$ cat config.mk
export PLATFORM = sky130hd
export DESIGN_NAME = pong_input_port_flat
export DESIGN_NICKNAME = d
export VERILOG_FILES = /design/src/rtl/pong_input_port_if.sv /design/src/rtl/pong_input_port.sv /design/src/flat_wrapper.sv
export SDC_FILE = /design/constraint.sdc
export NUM_CORES = 1
export LEC_CHECK = 0
export CAP_MARGIN = 20
export CORE_ASPECT_RATIO = 0.7
export CORE_MARGIN = 5
export CORE_UTILIZATION = 30
export CTS_CLUSTER_DIAMETER = 40
export DETAILED_ROUTE_END_ITERATION = 12
export GPL_TIMING_DRIVEN = 0
export SLEW_MARGIN = 20
export SYNTH_ARGS = -nofsm -noshare
export SYNTH_HDL_FRONTEND = slang
export SYNTH_SLANG_ARGS = --single-unit
$ cat constraint.sdc
create_clock -name clock -period 1.9 [get_ports clock]
set_input_delay 0.19 -clock clock [delete_from_list [all_inputs] [get_ports clock]]
set_output_delay 0.19 -clock clock [all_outputs]
set_load 0.005 [all_outputs]
$ cat src/rtl/pong_input_port_if.sv
// Processor load port into the game-input register window.
// The processor drives the strobe and address, and the port returns a registered hit flag and data.
interface pong_input_port_if;
    logic        rd_en;
    logic [11:0] rd_addr;
    logic        rd_hit;
    logic [31:0] rd_data;

    modport master (output rd_en, rd_addr, input  rd_hit, rd_data);
    modport slave  (input  rd_en, rd_addr, output rd_hit, rd_data);
endinterface

$ cat src/rtl/pong_input_port.sv
// Game input port: synchronizes and debounces the paddle buttons and counts VGA frames.
// It exposes the results as a three-word read-only register window next to dmem.
module pong_input_port #(
    parameter int unsigned DEBOUNCE_CYCLES = 250000,
    parameter int unsigned CNT_W           = 18,
    parameter logic [11:0] BASE_ADDR       = 12'hFF0
) (
    input  logic             clock,
    input  logic             resetn,
    input  logic [3:0]       btn_raw,
    input  logic             vga_vs,
    pong_input_port_if.slave bus,
    output logic [3:0]       btn_level
);

    typedef enum logic [1:0] {
        REG_STATUS = 2'd0,
        REG_EVENTS = 2'd1,
        REG_FRAME  = 2'd2
    } reg_sel_e;

    localparam logic [CNT_W-1:0] CNT_LAST = CNT_W'(DEBOUNCE_CYCLES - 1);

    logic [3:0]       btn_meta_q, btn_sync_q;
    logic             vs_meta_q, vs_sync_q, vs_prev_q;
    logic [CNT_W-1:0] cnt_q [4];
    logic [CNT_W-1:0] cnt_d [4];
    logic [3:0]       level_q, level_d;
    logic [3:0]       press_q, press_d;
    logic             frame_flag_q, frame_flag_d;
    logic [31:0]      frame_cnt_q, frame_cnt_d;
    logic             rd_hit_q, rd_hit_d;
    logic [31:0]      rd_data_q, rd_data_d;

    logic [11:0]      offset;
    logic             frame_edge;

    assign offset     = bus.rd_addr - BASE_ADDR;
    assign frame_edge = vs_prev_q & ~vs_sync_q;

    // NOTE: every variable gets a default at the top of the block, so no path leaves it unassigned and infers a latch.
    always_comb begin
        level_d = level_q;
        for (int i = 0; i < 4; i++) begin
            cnt_d[i] = '0;
            if (btn_sync_q[i] != level_q[i]) begin
                if (cnt_q[i] == CNT_LAST) level_d[i] = btn_sync_q[i];
                else                      cnt_d[i]   = cnt_q[i] + 1'b1;
            end
        end
    end

    always_comb begin
        rd_hit_d     = bus.rd_en && (offset < 12'd3);
        rd_data_d    = '0;
        press_d      = press_q;
        frame_flag_d = frame_flag_q;
        if (rd_hit_d) begin
            unique case (reg_sel_e'(offset[1:0]))
                REG_STATUS: rd_data_d = {frame_cnt_q[15:0], 7'd0, frame_flag_q, press_q, level_q};
                REG_EVENTS: begin
                    rd_data_d = {28'd0, press_q};
                    press_d   = '0;
                end
                REG_FRAME: begin
                    rd_data_d    = frame_cnt_q;
                    frame_flag_d = 1'b0;
                end
                default: rd_data_d = '0;
            endcase
        end
        // A new event on the clearing edge wins over the clear.
        press_d      = press_d | (level_d & ~level_q);
        frame_flag_d = frame_flag_d | frame_edge;
        frame_cnt_d  = frame_cnt_q + {31'd0, frame_edge};
    end

    // NOTE: sequential state uses non-blocking assignments so every flop samples pre-edge values.
    always_ff @(posedge clock or negedge resetn) begin
        if (!resetn) begin
            btn_meta_q   <= '0;
            btn_sync_q   <= '0;
            vs_meta_q    <= 1'b0;
            vs_sync_q    <= 1'b0;
            vs_prev_q    <= 1'b0;
            // NOTE: the four-entry counter array is plain flops, so it is reset like any other register.
            for (int i = 0; i < 4; i++) cnt_q[i] <= '0;
            level_q      <= '0;
            press_q      <= '0;
            frame_flag_q <= 1'b0;
            frame_cnt_q  <= '0;
            rd_hit_q     <= 1'b0;
            rd_data_q    <= '0;
        end else begin
            btn_meta_q   <= btn_raw;
            btn_sync_q   <= btn_meta_q;
            vs_meta_q    <= vga_vs;
            vs_sync_q    <= vs_meta_q;
            vs_prev_q    <= vs_sync_q;
            for (int i = 0; i < 4; i++) cnt_q[i] <= cnt_d[i];
            level_q      <= level_d;
            press_q      <= press_d;
            frame_flag_q <= frame_flag_d;
            frame_cnt_q  <= frame_cnt_d;
            rd_hit_q     <= rd_hit_d;
            rd_data_q    <= rd_data_d;
        end
    end

    assign btn_level   = level_q;
    assign bus.rd_hit  = rd_hit_q;
    assign bus.rd_data = rd_data_q;

endmodule

$ cat src/flat_wrapper.sv
// flat-port wrapper written by rule: the top's interface ports become plain ports
module pong_input_port_flat 
#(
    parameter int unsigned DEBOUNCE_CYCLES = 250000,
    parameter int unsigned CNT_W           = 18,
    parameter logic [11:0] BASE_ADDR       = 12'hFF0
)
  (clock, resetn, btn_raw, vga_vs, btn_level, bus_rd_en, bus_rd_addr, bus_rd_hit, bus_rd_data);
  pong_input_port_if bus_i ();
  input  logic clock;
  input  logic resetn;
  input  logic [3:0] btn_raw;
  input  logic vga_vs;
  output logic [3:0] btn_level;
  input wire logic [$bits(bus_i.rd_en)-1:0] bus_rd_en;
  input wire logic [$bits(bus_i.rd_addr)-1:0] bus_rd_addr;
  output wire logic [$bits(bus_i.rd_hit)-1:0] bus_rd_hit;
  output wire logic [$bits(bus_i.rd_data)-1:0] bus_rd_data;
  assign bus_i.rd_en = bus_rd_en;
  assign bus_i.rd_addr = bus_rd_addr;
  assign bus_rd_hit = bus_i.rd_hit;
  assign bus_rd_data = bus_i.rd_data;
  pong_input_port #(.DEBOUNCE_CYCLES(DEBOUNCE_CYCLES), .CNT_W(CNT_W), .BASE_ADDR(BASE_ADDR)) u_core (.clock(clock), .resetn(resetn), .btn_raw(btn_raw), .vga_vs(vga_vs), .bus(bus_i), .btn_level(btn_level));
endmodule
==> results of run 1 <==
==> layout make-up <==
cell class	instances	area, sq um	share of cell area (%)
clock inverters	14	125	1.42
plain buffers	18	90.1	1.02
repair buffers	79	759	8.64
clock buffers	17	425	4.84
multi-input cells	436	3030	34.4
flip-flops and latches	157	3930	44.7
well taps	312	390	4.44
inverters	11	41.3	0.470
==> kinds of logic after synthesis <==
logic type	after synthesis	synth area share (%)
multiplexers	29	4.31
flip-flops	157	56.6
buffers and inverters	29	1.84
AO/OA/AOI/OAI	45	4.86
AND/OR/NAND/NOR	274	21.0
adder cells (fa/ha/maj)	6	1.08
XOR/XNOR	82	10.3
==> registers in the layout, summed over array words and instances (netlist names) <==
register             cells
u_core.cnt_q            72
u_core.btn_sync_q        4
u_core.frame_flag_q      1
u_core.vs_prev_q         1
u_core.btn_meta_q        4
u_core.frame_cnt_q      32
u_core.vs_sync_q         1
u_core.bus.rd_data      32
u_core.vs_meta_q         1
u_core.btn_level         4
u_core.bus.rd_hit        1
u_core.press_q           4
==> worst register-to-register path: stages, from the launching register on <==
cell,delay (ps)
dfrtp_1,460
nor4b_4,300
nand2_1,110
or4_4,570
mux2_4,310
==> routing by layer <==
layer,vias up,wire length [um]
met2,63,6900
met3,9,531
li1,2399,-
met1,2396,7950
met4,0,106
met5,-,0
==> metrics by stage <==
stage                     setup WS (ps)  util, %  setup TNS (ps)
after CTS                          3.57     37.9               0
after global placement            -5940     34.7         -946770
final                              42.6     38.7               0
after floorplan                     106        -               0
after detailed placement           -469     34.8          -18130
after global routing              -65.0     38.7            -444
==> power groups by stage <==
| stage | clock (mW) | sequential [mW] | combinational (mW) |
|---|---|---|---|
| finish | 3.20 | 3.56 | 0.405 |
| global placement | 0 | 3.61 | 0.353 |
| detailed placement | 0 | 3.61 | 0.369 |
| floorplan | 0 | 3.57 | 0.208 |
| global route | 3.45 | 3.57 | 0.461 |
| CTS | 3.31 | 3.56 | 0.398 |
==> cell usage after synthesis, drive strengths merged, types with 2 or more instances <==
library cell	number	area (sq um)
a21oi	20	100
a32o	3	30.0
and2	6	37.5
and3	14	88.8
and4	16	141
buf	9	52.6
clkbuf	9	33.8
dfrtp	157	3930
ha	6	75.1
inv	11	41.3
mux2	4	48.8
mux2i	25	250
nand2	33	124
nand2b	3	18.8
nand3	36	180
nand3b	4	30.0
nand4	37	231
nor2	90	338
nor2b	3	18.8
nor4	10	68.8
nor4b	3	41.3
o21ai	11	55.1
o31ai	5	37.5
o41ai	4	98.9
or3	9	56.3
or4	6	48.8
or4b	2	20.0
xnor2	32	280
xor2	50	438
==> worst min-delay path by stage <==
stage / startpoint / endpoint / slack (ps) / depth (start not counted)
4_1_cts: btn_raw[2] / u_core.btn_meta_q[2] / 170 / 1
5_1_grt: btn_raw[2] / u_core.btn_meta_q[2] / 170 / 1
3_5_place_dp: resetn / u_core.cnt_q[11] / 190 / 1
3_3_place_gp: u_core.btn_meta_q[3] / u_core.btn_sync_q[3] / 340 / 0
2_1_floorplan: resetn / u_core.btn_level[0] / -110 / 0
6_report: btn_raw[2] / u_core.btn_meta_q[2] / 200 / 1
==> timing repair <==
item,in CTS,in global routing
endpoints found under the setup margin,74,36
setup buffers,7,15
hold buffers,1,0
cloned,0,1
pin swaps,7,11
resized for setup,16,11
hold endpoints to repair,70,0
==> flow_metrics.env, run 1 <==
export IMPL_syn_avg_cell_area_sq_um=11.2
export IMPL_slew_viol_final=0
export IMPL_placed_cells=989
export IMPL_clock_sinks=157
export IMPL_peakVddDrop_v=0.000657
export IMPL_ys_flop_type="dfrtp_1"
export IMPL_rsz0062_at_grt="true"
export IMPL_finalWirelength_um=15500
export IMPL_hold_class="primary input to register"
export IMPL_fin_total_pwr_mw=7.17
export IMPL_worstSetupEndpointType="register"
export IMPL_drive_above_1_share_pct=12.7
export IMPL_instances_no_fill=1044
export IMPL_slew_headroom_pct=48.6
export IMPL_port_buffers=54
export IMPL_synth_edf_count=0
export IMPL_pwr_share_clk_pct=44.7
export IMPL_place_area_sq_mm=0.00792
export IMPL_layout_nets=746
export IMPL_p_seq_share_pct=49.7
export IMPL_ys_ff_latch=157
export IMPL_start_util_pct=30.6
export IMPL_final_cell_area_sq_mm=0.00879
export IMPL_leakage_nw=3.85
export IMPL_fp_row_count=46
export IMPL_period_share_pct=97.8
export IMPL_path_depth=4
export IMPL_holdWs_ps=196
export IMPL_setup_viol=0
export IMPL_syn_area_sq_mm=0.00695
export IMPL_grt_antenna_before_repair=0
export IMPL_min_period_ps=1860
export IMPL_wl_per_cell_um=14.8
export IMPL_clock_latency_ps=430
export IMPL_first_iter_violations=266
export IMPL_worstPathRequired_ps=2210
export IMPL_overflow=0
export IMPL_path_max_fanout=5
export IMPL_path_delay_family="simple AND/OR/NAND/NOR gates"
export IMPL_fin_skew_ps=8.17
export IMPL_crit_path_max_incr_delay_ps=570
export IMPL_fp_dieArea_sq_mm=0.0263
export IMPL_met3_usage_pct=3.82
export IMPL_p_sw_mw=1.84
export IMPL_cts_buffers=17
export IMPL_cp_data_arrival_time_ps=2170
export IMPL_place_hpwl_um=10400
export IMPL_grt_total_usage_pct=12.1
export IMPL_grtUsageMet1_pct=18.2
export IMPL_ys_warnings_count=0
export IMPL_vias_per_cell=4.66
export IMPL_grtUsageMet2_pct=17.1
export IMPL_drv_cap=0
export IMPL_path_cells="nor4b_4 > nand2_1 > or4_4 > mux2_4"
export IMPL_ys_seq_area_share_pct=56.6
export IMPL_busiest_layer="met1"
export IMPL_hold_violations=0
export IMPL_grt_pass1_wl_um=25100
export IMPL_cts_buffer_depth=2
export IMPL_io_pins=57
export IMPL_syn_inst=622
export IMPL_r2r_cells=4
export IMPL_synthArstFlopShare_pct=100
export IMPL_r2r_slack_ps=40
export IMPL_crit_buf_inv=0
export IMPL_endpoint="u_core.btn_level[0]"
export IMPL_drc_errors=0
export IMPL_cpMaxStageDelayCell="or4_4"
export IMPL_vias=4867
export IMPL_clk_pin_slew_ps=70
export IMPL_synth_cell_types=42
export IMPL_layout_common_cells="154 x dfrtp_1, 89 x nor2_1, 53 x clkdlybuf4s50_1, 50 x xor2_1, 37 x nand4_1"
export IMPL_grt_max_degree=88
export IMPL_cts_tree="yes"
export IMPL_pwr_share_comb_pct=5.7
export IMPL_place_congestion=0.786
export IMPL_ant_nets=0
export IMPL_tightest_slew_ps=771
export IMPL_crit_type="register to register"
export IMPL_status="finished clean"
export IMPL_crit_path_start="u_core.cnt_q[60]"
export IMPL_rr_startpoint="u_core.cnt_q[60]"
export IMPL_die_y_um=137
export IMPL_final_fill_count=2236
export IMPL_die_x_um=192
export IMPL_p_int_mw=5.33
export IMPL_cts_max_level=4
export IMPL_antenna_cells=0
export IMPL_drt_first_pass_iters=4
export IMPL_r2r_end="u_core.btn_level[0]"
export IMPL_fmax_ghz=0.538
export IMPL_crit_path_start_kind="register"
export IMPL_synth_nets=648
export IMPL_cts_root_buf="clkbuf_16"
export IMPL_syn_to_final_growth_pct=26.6
export IMPL_p_sw_share_pct=25.6
export IMPL_coreArea_sq_mm=0.0227
export IMPL_p_per_area_mw_per_mm2=816
export IMPL_mostFrequentLayoutCell="dfrtp_1"
export IMPL_grt_pass1_vias=4733
(Power assumes the default switching activity.)
==> run 2: changes to the inputs <==
==> constraint.sdc (replaced) <==
create_clock -name clock -period 1.9 [get_ports clock]
set_input_delay 0.38 -clock clock [delete_from_list [all_inputs] [get_ports clock]]
set_output_delay 0.38 -clock clock [all_outputs]
set_load 0.005 [all_outputs]
==> run 2 against run 1 <==
Against the previous run: clock-buffer cell count unchanged; register-to-register slack barely moved; first-iteration DRC count grew 4.1%; sequential cell count unchanged; fmax about the same; via count barely moved; critical path depth unchanged; routed wire length is essentially flat; cell count is the same; power is essentially flat; combinational power barely moved.
==> flow_metrics.env, run 2 (synthesis gave the netlist of run 1 again) <==
export IMPL_path_cells="nor4b_4 > nand2_1 > or4_4 > mux2_4"
export IMPL_layout_common_cells="153 x dfrtp_1, 89 x nor2_1, 53 x clkdlybuf4s50_1, 50 x xor2_1, 37 x nand4_1"
export IMPL_crit_path_start_kind="register"
export IMPL_finalWirelength_um=15500
export IMPL_fp_dieArea_sq_mm=0.0263
export IMPL_slew_headroom_pct=48.6
export IMPL_p_per_area_mw_per_mm2=815
export IMPL_final_setup_worst_slack_ps=42.6
export IMPL_worstPathRequired_ps=2210
export IMPL_path_max_fanout=5
export IMPL_place_ws_ps=-659
export IMPL_vias=4863
export IMPL_die_x_um=192
export IMPL_drive_above_1_share_pct=13.0
export IMPL_overflow=0
export IMPL_min_period_ps=1860
export IMPL_wl_per_cell_um=14.8
export IMPL_start_util_pct=30.6
export IMPL_worstSetupEndpointType="register"
export IMPL_hold_class="register to register"
export IMPL_rr_startpoint="u_core.cnt_q[60]"
export IMPL_cpMaxStageDelayCell="or4_4"
export IMPL_place_area_sq_mm=0.00792
export IMPL_period_share_pct=97.8
export IMPL_vias_per_cell=4.66
export IMPL_drc_errors=0
export IMPL_grt_max_degree=88
export IMPL_path_delay_family="simple AND/OR/NAND/NOR gates"
export IMPL_rsz0062_at_grt="true"
export IMPL_syn_to_final_growth_pct=26.7
export IMPL_die_y_um=137
export IMPL_cp_data_arrival_time_ps=2170
export IMPL_drt_first_pass_iters=4
export IMPL_coreArea_sq_mm=0.0227
export IMPL_path_depth=4
export IMPL_io_pins=57
export IMPL_fin_skew_ps=9.29
export IMPL_cts_buffers=17
export IMPL_clk_pin_slew_ps=60
export IMPL_grt_antenna_before_repair=0
export IMPL_peakVddDrop_v=0.000657
export IMPL_crit_path_start="u_core.cnt_q[60]"
export IMPL_grt_pass1_wl_um=25100
export IMPL_crit_type="register to register"
export IMPL_place_hpwl_um=10400
export IMPL_fp_row_count=46
export IMPL_layout_nets=746
export IMPL_status="finished clean"
export IMPL_antenna_cells=0
export IMPL_first_iter_violations=277
export IMPL_grt_total_usage_pct=12.1
export IMPL_r2r_cells=4
export IMPL_r2r_end="u_core.btn_level[0]"
export IMPL_hold_violations=0
export IMPL_cts_root_buf="clkbuf_16"
export IMPL_mostFrequentLayoutCell="dfrtp_1"
export IMPL_final_cell_area_sq_mm=0.00880
export IMPL_ant_nets=0
export IMPL_regMostFlops="u_core.cnt_q"
export IMPL_crit_path_max_incr_delay_ps=570
export IMPL_endpoint="u_core.btn_level[0]"
export IMPL_drv_cap=0
export IMPL_tightest_slew_ps=771
export IMPL_setup_viol=0
export IMPL_port_buffers=54
export IMPL_tns_ps=0
export IMPL_fmax_ghz=0.538
export IMPL_clock_latency_ps=430
export IMPL_cts_tree="yes"
export IMPL_leakage_nw=3.86
export IMPL_clock_sinks=157
export IMPL_cts_max_level=4
export IMPL_crit_buf_inv=0
export IMPL_largest_register_ff_count=72
export IMPL_r2r_slack_ps=40
export IMPL_cts_buffer_depth=2
export IMPL_place_congestion=0.786
export IMPL_grt_pass1_vias=4733
export IMPL_slew_viol_final=0
export IMPL_fin_total_pwr_mw=7.18
run 2: through the flow:
step,std cells,util (%),hold slack [ps]
6_report,1044,38.7,350
5_1_grt,1044,38.7,360
4_1_cts,1028,37.9,354
3_5_place_dp,989,34.8,340
3_3_place_gp,988,34.7,336
2_1_floorplan,622,-,84.4
run 2: cell type report:
class	count	area [sq um]
Clock inverter	14	125
Multi-Input combinational cell	436	3030
Buffer	18	91.3
Timing Repair Buffer	79	759
Sequential cell	157	3930
Inverter	11	41.3
Tap cell	312	390
Fill cell	2233	13900
Clock buffer	17	425
run 2: worst min-delay path by stage:
stage | start | to | slack [ps] | depth (start not counted)
4_1_cts | u_core.vs_meta_q | u_core.vs_sync_q | 350 | 0
2_1_floorplan | resetn | u_core.btn_level[0] | 80 | 0
6_report | u_core.vs_meta_q | u_core.vs_sync_q | 350 | 0
3_3_place_gp | u_core.btn_meta_q[3] | u_core.btn_sync_q[3] | 340 | 0
5_1_grt | btn_raw[2] | u_core.btn_meta_q[2] | 360 | 1
3_5_place_dp | u_core.vs_meta_q | u_core.vs_sync_q | 340 | 0
run 2: worst reg2reg max path, cell delays in order, from the launching register on:
cell     delay [ps]
dfrtp_1         460
nor4b_4         300
nand2_1         110
or4_4           570
mux2_4          310
run 2: report_power, final:
group / internal, mW / leakage [nW] / switching [mW]
registers: 3.43 / 2.13 / 0.131
logic: 0.181 / 1.46 / 0.225
clock network: 1.72 / 0.270 / 1.49
run 2: what timing repair did:
action	CTS	global route
endpoints found under the setup margin	79	40
cloned	0	1
buffers inserted	7	15
pin swaps	7	11
endpoints found under the hold margin	70	0
gates resized for setup	17	13
hold buffers	1	0
run 2: per-layer routing:
metal	track usage, %	part of all wire (%)	up-vias
met3	3.82	3.6	9
li1	-	-	2399
met1	18.2	51	2389
met5	0	0	-
met2	17.1	44	66
met4	2.51	0.68	0
==> run 3: changes to the inputs <==
--- a/config.mk
+++ b/config.mk
@@ -11,6 +11,7 @@
 export CORE_UTILIZATION = 30
 export CTS_CLUSTER_DIAMETER = 40
 export DETAILED_ROUTE_END_ITERATION = 12
+export GPL_ROUTABILITY_DRIVEN = 1
 export GPL_TIMING_DRIVEN = 0
 export SLEW_MARGIN = 20
 export SYNTH_ARGS = -nofsm -noshare
==> constraint.sdc (replaced) <==
create_clock -name clock -period 1.9 [get_ports clock]
set_input_delay 0.38 -clock clock [delete_from_list [all_inputs] [get_ports clock]]
set_output_delay 0.38 -clock clock [all_outputs]
set_load 0.1 [all_outputs]
==> run 3 against run 2 <==
Against the previous run: combinational power barely moved; via count decreased by 0.10%; critical endpoint unchanged; fmax hardly changed; critical path type unchanged; sequential cell count unchanged; routed wire length increased by 0.19%; sequential power about the same; worst setup slack is essentially flat.
==> flow_metrics.env, run 3 (synthesis gave the netlist of run 1 again) <==
export IMPL_status="finished clean"
export IMPL_final_core_util_pct=38.9
export IMPL_overflow=0
export IMPL_drv_cap=0
export IMPL_min_period_ps=1860
export IMPL_first_iter_violations=297
export IMPL_cts_root_buf="clkbuf_16"
export IMPL_mostFrequentLayoutCell="dfrtp_1"
export IMPL_antenna_cells=0
export IMPL_slew_viol_final=0
export IMPL_wl_per_cell_um=14.9
export IMPL_start_util_pct=30.6
export IMPL_leakage_nw=3.88
export IMPL_grt_pass1_wl_um=25200
export IMPL_fp_row_count=46
export IMPL_hold_class="register to register"
export IMPL_grt_max_degree=88
export IMPL_min_from="u_core.vs_meta_q"
export IMPL_hold_violations=0
export IMPL_drc_errors=0
export IMPL_regMostFlops="u_core.cnt_q"
export IMPL_port_buffers=54
export IMPL_fp_dieArea_sq_mm=0.0263
export IMPL_die_y_um=137
export IMPL_clock_sinks=157
export IMPL_largest_register_ff_count=72
export IMPL_cp_data_arrival_time_ps=2170
export IMPL_instances_no_fill=1044
export IMPL_p_per_area_mw_per_mm2=813
export IMPL_drt_first_pass_iters=4
export IMPL_cts_buffer_depth=2
export IMPL_fmax_ghz=0.538
export IMPL_grt_pass1_vias=4754
export IMPL_crit_path_start_kind="register"
export IMPL_slew_headroom_pct=48.8
export IMPL_worstSetupEndpointType="register"
export IMPL_path_max_fanout=5
export IMPL_busiest_layer="met1"
export IMPL_syn_to_final_growth_pct=27.2
export IMPL_clk_pin_slew_ps=60
export IMPL_tightest_slew_ps=768
export IMPL_cts_tree="yes"
export IMPL_vias_per_cell=4.65
export IMPL_vias=4858
export IMPL_crit_path_start="u_core.cnt_q[60]"
export IMPL_grt_antenna_before_repair=0
export IMPL_met3_usage_pct=3.90
export IMPL_grt_total_usage_pct=12.1
export IMPL_layout_nets=746
export IMPL_hold_depth=0
export IMPL_ant_nets=0
export IMPL_place_congestion=0.786
export IMPL_rr_startpoint="u_core.cnt_q[60]"
export IMPL_place_hpwl_um=10400
export IMPL_die_x_um=192
export IMPL_grtUsageMet1_pct=18.2
export IMPL_worstPathRequired_ps=2210
export IMPL_drive_above_1_share_pct=17.9
export IMPL_grtUsageMet2_pct=17.1
export IMPL_period_share_pct=97.7
export IMPL_rsz0062_at_grt="true"
export IMPL_coreArea_sq_mm=0.0227
export IMPL_io_pins=57
export IMPL_crit_type="register to register"
export IMPL_clock_latency_ps=430
export IMPL_cts_max_level=4
export IMPL_peakVddDrop_v=0.000661
export IMPL_cts_buffers=17
export IMPL_r2r_cells=4
export IMPL_finalWirelength_um=15500
export IMPL_fin_skew_ps=9.51
export IMPL_setup_viol=0
export IMPL_placed_cells=989
export IMPL_layout_common_cells="154 x dfrtp_1, 89 x nor2_1, 50 x xor2_1, 37 x nand4_1"
==> run 3: layout make-up <==
type / count / area (sq um)
multi-input cells: 436 / 3030
plain buffers: 18 / 91.3
repair buffers: 79 / 793
inverters: 11 / 41.3
clock inverters: 14 / 125
clock buffers: 17 / 425
flip-flops and latches: 157 / 3930
well taps: 312 / 390
fillers: 2240 / 13900
==> run 3: where the power goes <==
group	total, mW	internal, mW	switching [mW]
sequential	3.57	3.43	0.132
combinational	0.406	0.181	0.225
clock	3.21	1.72	1.49
total	7.18	5.33	1.85
==> run 3: worst paths after layout <==
check | end | slack (ps)
worst max-delay path | u_core.btn_level[0] | 40
worst min-delay path | u_core.vs_sync_q | 350
worst max register to register | u_core.btn_level[0] | 40
worst min register to register | u_core.vs_sync_q | 350
max in group asynchronous | u_core.cnt_q[60] | 570
min in group asynchronous | u_core.cnt_q[11] | 500
==> run 3: stage by stage <==
step                power [mW]  hold WS [ps]  worst slack (ps)  TNS (ps)  instance area (sq um)
floorplan                 3.78          84.4               105         0                   6950
global placement          3.97           336             -6130   -984060                   7880
detailed placement        3.98           340              -659    -25630                   7920
CTS                       7.27           354              3.57         0                   8660
global route              7.48           360             -65.0      -425                   8830
finish                    7.18           350              43.0         0                   8830
==> run 3: critical path, stage by stage, from the launching register on <==
cell and delay, ps:
dfrtp_1 460, nor4b_4 300, nand2_1 110, or4_4 570
mux2_4 310
==> run 3: routing by layer <==
layer	vias to the layer above	wire, um
met3	12	569
met4	0	138
li1	2399	-
met5	-	0
met2	68	6830
met1	2379	7980
==> run 3: repair_timing <==
item / 4_1_cts / 5_1_grt
hold buffers: 1 / 0
hold endpoints to repair: 70 / 0
resized for setup: 130 / 14
cloned: 0 / 1
pin swaps: 7 / 11
endpoints found under the setup margin: 116 / 40
buffers inserted: 7 / 15
